**config.mk**
```make
export PLATFORM = sky130hd
export DESIGN_NAME = unary_decode
export DESIGN_NICKNAME = d
export VERILOG_FILES = /design/src/rtl/unary_decode.sv
export SDC_FILE = /design/constraint.sdc
export NUM_CORES = 1
export LEC_CHECK = 0
export ABC_AREA = 1
export CAP_MARGIN = 15
export CORE_UTILIZATION = 40
export CTS_BUF_LIST = sky130_fd_sc_hd__clkbuf_8
export DETAILED_ROUTE_END_ITERATION = 6
export SETUP_SLACK_MARGIN = 0.5
export SLEW_MARGIN = 0
export SYNTH_ARGS = -nofsm -noshare
export SYNTH_HDL_FRONTEND = slang
export SYNTH_SLANG_ARGS = --single-unit
```
**constraint.sdc**
```tcl
create_clock -name clk -period 8.4 [get_ports clk]
set_input_delay 2.1 -clock clk [delete_from_list [all_inputs] [get_ports clk]]
set_output_delay 2.1 -clock clk [all_outputs]
set_load 0.1 [all_outputs]
```
**src/rtl/unary_decode.sv**
```systemverilog
// Streaming thermometer-to-binary decoder. A thermometer word is latched, then scanned
// CHUNK bits per cycle (LSB chunk first) to produce the count of contiguous ones from bit 0
// plus a sticky error flag for non-contiguous codes. Result is held until handshaked.
module unary_decode #(
  parameter int unsigned W_UNARY = 16,
  parameter int unsigned CHUNK   = 4,
  parameter int unsigned W_DATA  = $clog2(W_UNARY + 1)
) (
  input  logic                clk,
  input  logic                rst,
  input  logic [W_UNARY-1:0]  din_data,
  input  logic                din_valid,
  output logic                din_ready,
  output logic [W_DATA:0]     dout_data,
  output logic                dout_valid,
  input  logic                dout_ready
);

  localparam int unsigned NCHUNK = W_UNARY / CHUNK;
  localparam int unsigned IdxW   = (NCHUNK > 1) ? $clog2(NCHUNK) : 1;

  localparam logic [1:0] StIdle = 2'd0;
  localparam logic [1:0] StScan = 2'd1;
  localparam logic [1:0] StDone = 2'd2;

  logic [1:0]         state_q, state_d;
  logic [IdxW-1:0]    chunk_idx_q, chunk_idx_d;
  logic [W_UNARY-1:0] shreg_q, shreg_d;
  logic [W_DATA-1:0]  count_q, count_d;
  logic               err_q, err_d;
  logic               seen_zero_q, seen_zero_d;

  logic [W_DATA-1:0]  scan_count;
  logic               scan_err;
  logic               scan_seen_zero;
  logic               last_chunk;

  // Ready depends only on state and reset, never on dout_ready.
  assign din_ready  = (state_q == StIdle) && !rst;
  assign dout_valid = (state_q == StDone);
  // count/err are frozen outside SCAN, so the result is stable throughout DONE.
  assign dout_data  = {err_q, count_q};
  assign last_chunk = (chunk_idx_q == IdxW'(NCHUNK - 1));

  // Walk the low CHUNK bits of the shift register, carrying seen_zero across chunks.
  always_comb begin
    scan_count     = count_q;
    scan_err       = err_q;
    scan_seen_zero = seen_zero_q;
    for (int i = 0; i < int'(CHUNK); i++) begin
      if (shreg_q[i]) begin
        if (scan_seen_zero) begin
          scan_err = 1'b1;
        end else begin
          scan_count = scan_count + W_DATA'(1);
        end
      end else begin
        scan_seen_zero = 1'b1;
      end
    end
  end

  // Next-state logic for the IDLE -> SCAN x NCHUNK -> DONE sequence.
  always_comb begin
    state_d     = state_q;
    chunk_idx_d = chunk_idx_q;
    shreg_d     = shreg_q;
    count_d     = count_q;
    err_d       = err_q;
    seen_zero_d = seen_zero_q;
    case (state_q)
      StIdle: begin
        if (din_valid && din_ready) begin
          shreg_d     = din_data;
          chunk_idx_d = '0;
          count_d     = '0;
          err_d       = 1'b0;
          seen_zero_d = 1'b0;
          state_d     = StScan;
        end
      end
      StScan: begin
        count_d     = scan_count;
        err_d       = scan_err;
        seen_zero_d = scan_seen_zero;
        shreg_d     = shreg_q >> CHUNK;
        if (last_chunk) begin
          chunk_idx_d = '0;
          state_d     = StDone;
        end else begin
          chunk_idx_d = chunk_idx_q + IdxW'(1);
        end
      end
      StDone: begin
        if (dout_ready) begin
          state_d = StIdle;
        end
      end
      default: begin
        state_d = StIdle;
      end
    endcase
  end

  // State registers; synchronous reset aborts any in-flight word.
  always_ff @(posedge clk) begin
    if (rst) begin
      state_q     <= StIdle;
      chunk_idx_q <= '0;
      shreg_q     <= '0;
      count_q     <= '0;
      err_q       <= 1'b0;
      seen_zero_q <= 1'b0;
    end else begin
      state_q     <= state_d;
      chunk_idx_q <= chunk_idx_d;
      shreg_q     <= shreg_d;
      count_q     <= count_d;
      err_q       <= err_d;
      seen_zero_q <= seen_zero_d;
    end
  end

endmodule

```
==> flow_metrics.py <==
metrics = {
    "power_and_ir_drop": {
        "p_per_area_nw_per_um2": 158.2,
        "p_leak_nw": 0.8193,
        "finalPower_uw": 316.7,
        "ir_drop_uv": 126.2,
    },
    "drt": {
        "firstDrtPassIters": 4,
        "finalWirelength_um": 3659,
        "viasPerCell": 4.905,
        "vias": 1594,
        "drc": 0,
        "ant_nets": 0,
        "wl_per_cell_um": 11.26,
        "drtIter0Drc": 80,
    },
    "sta": {
        "hold_viol": 0,
        "tightest_slew_ps": 969.9,
        "fmaxAchievable_ghz": 0.1566,
        "fin_crit_ps": 6386,
        "slew_headroom": 0.3514,
        "rsz0062_at_grt": "false",
        "fin_setup_tns_ps": 0,
        "finalCritPeriodShare": 0.7603,
        "finalClockSkew_ps": 6.118,
        "setup_viol": 0,
        "finalMaxSlewViolations": 0,
    },
    "die": {
        "ios": 28,
        "start_util": 0.4182,
        "die_h_um": 66.67,
        "dieArea_um2": 4445,
        "std_cell_rows": 23,
        "core_area_um2": 4000,
        "die_x_um": 66.67,
    },
    "global_route": {
        "grt_pass1_vias": 1398,
        "antenna_found_initial": 0,
        "track_usage": 0.1799,
        "grt_pass1_wl_um": 6182,
        "grt_overflow": 0,
        "grt_max_degree": 25,
    },
    "synth": {
        "syn_inst": 254,
        "yosys_warnings": 0,
        "avgSynthCellArea_um2": 6.586,
        "ys_seq_area_frac": 0.3231,
        "ys_ff_latch": 27,
        "syn_nets": 279,
        "ys_types": 29,
        "synth_top_area_frac": 0.3231,
        "synthTopCellsByArea": "dfxtp_1 (32%), nand2_1 (17%), o21ai_0 (6.0%), a21oi_1 (5.7%), inv_1 (5.4%)",
        "synth_top_area_cell": "dfxtp_1",
        "syn-cell-area_um2": 1673,
    },
    "clock_network": {
        "hold_buffers": 0,
        "clock-root-buffer": "clkbuf_8",
        "cts_resized": 0,
        "cts.sinks": 27,
        "cts_tree": "built",
        "post_cts_buffers": 0,
        "insertion_delay_ps": 280,
        "htree_levels": 1,
        "clock_path_buffers": 2,
        "cts.clk_slew.worst_paths_ps": 90,
        "cts_buffers": 3,
    },
    "worst_hold_path": {
        "hold_class": "register to register",
        "hold_depth": 2,
    },
    "worst_setup_path": {
        "rr_worst_depth": 18,
        "start_kind": "primary input",
        "cp_top_family": "buffers and inverters",
        "worstPathMaxFanout": 16,
        "cp.arrival_ps": 4290,
        "cp.required_ps": 6300,
        "worstPathCellList": "clkdlybuf4s50_1 -> nor3_1 -> clkdlybuf4s50_1",
        "cp.depth": 3,
        "crit_type": "primary input to primary output",
        "crit_buf_inv": 2,
        "crit_path_end_kind": "primary output",
        "max_stage_delay_ps": 1180,
        "slowest_stage": "clkdlybuf4s50_1",
        "cpMostUsedCell": "clkdlybuf4s50_1",
    },
    "run_status": {
        "status": "completed",
    },
    "place": {
        "place.gp.congestion": 0.8082,
        "place_hpwl_um": 2728,
        "numPortBuffers": 27,
    },
    "finish": {
        "final_cell_mix": "nand2_1 (77), dfxtp_1 (27), clkdlybuf4s50_1 (27), inv_1 (24), o21ai_0 (20)",
        "multi_input_area_um2": 959.7,
        "n_antenna_cell": 0,
        "layout_commonest_cell": "nand2_1",
        "num-nets-final": 301,
        "layout-drive-gt1-share": 0.1055,
        "nFillCells": 453,
        "final-seq-area_um2": 540.5,
        "area_growth_pct": 19.67,
    },
    "flow_run": {
        "drv_cap": 0,
    },
}
where the power goes:
part | switching [mW] | leakage [nW] | internal, mW | total [mW]
registers | 0.0123 | 0.222 | 0.140 | 0.152
logic | 0.0581 | 0.572 | 0.0306 | 0.0886
clock network | 0.0425 | 0.0255 | 0.0333 | 0.0758
total | 0.113 | 0.819 | 0.204 | 0.317
path summary, 6_finish.rpt:
| kind | from | end | slack (ps) |
|---|---|---|---|
| max reg2reg | count_q[0] | count_q[4] | 5380 |
| max | rst | din_ready | 2010 |
| min reg2reg | shreg_q[12] | shreg_q[12] | 470 |
| min | shreg_q[12] | shreg_q[12] | 470 |
sequential cells by signal (all words and copies together) (netlist names):
name,count
count_q,5
shreg_q,16
chunk_idx_q,2
seen_zero_q,1
err_q,1
state_q,2
area by class of cell:
cell class,count,share of cell area
inverters,30,0.05750
clock buffers,3,0.02063
clock inverters,1,0.002500
repair buffers,28,0.1387
well taps,50,0.03125
flip-flops and latches,27,0.2700
multi-input cells,186,0.4794
routing by layer:
metal  routed length, um  track usage  vias to the layer above
met5                   0            0                        -
met4                  34      0.03989                        0
met3                  87      0.02568                        5
met2                1612       0.2980                       19
met1                1925       0.2441                      701
li1                    -            -                      869
cell usage after synthesis:
cell	number
a21oi_1	19
nor2_2	3
nand4_1	3
nand3b_1	1
nand2_2	5
dfxtp_1	27
nand2_4	2
nand3_1	13
clkbuf_1	4
nor2_4	2
inv_1	24
inv_2	5
nand2_1	77
buf_2	4
ha_1	5
nor3_1	1
nand3_2	3
o21ai_0	20
nand3b_4	1
buf_1	1
a21oi_2	1
o21ai_1	2
buf_6	1
nor2_1	14
o211ai_1	1
buf_4	1
a31oi_1	12
nand3_4	1
inv_4	1
tightest hold or removal path, delay by kind of cell (launching register included):
kind             cells  cell delay [ps]
flip-flops           1              320
AND/OR/NAND/NOR      1               60
AO/OA/AOI/OAI        1               50
stage by stage:
stage	cells	util	setup WS (ps)	cell area (um2)	hold slack, ps
global route	325	0.5005	1907	2002	485.4
finish	325	0.5005	2014	2002	466.9
global placement	321	0.4889	1995	1956	449.4
floorplan	254	-	1973	1673	432.7
detailed placement	321	0.4889	2006	1956	454.5
CTS	325	0.5005	1995	2002	469.2
cells by family (layout without fill, tap and decap cells):
logic type                 Yosys count  after routing  share of synthesized area
adders and majority gates            5              5                    0.03740
AOI/OAI and AO/OA                   55             55                     0.1773
and+or+nand+nor                    126            126                     0.3590
DFF                                 27             27                     0.3231
buffers and inverters               41             62                     0.1032
No activity file was read; power rests on OpenSTA's default activity.
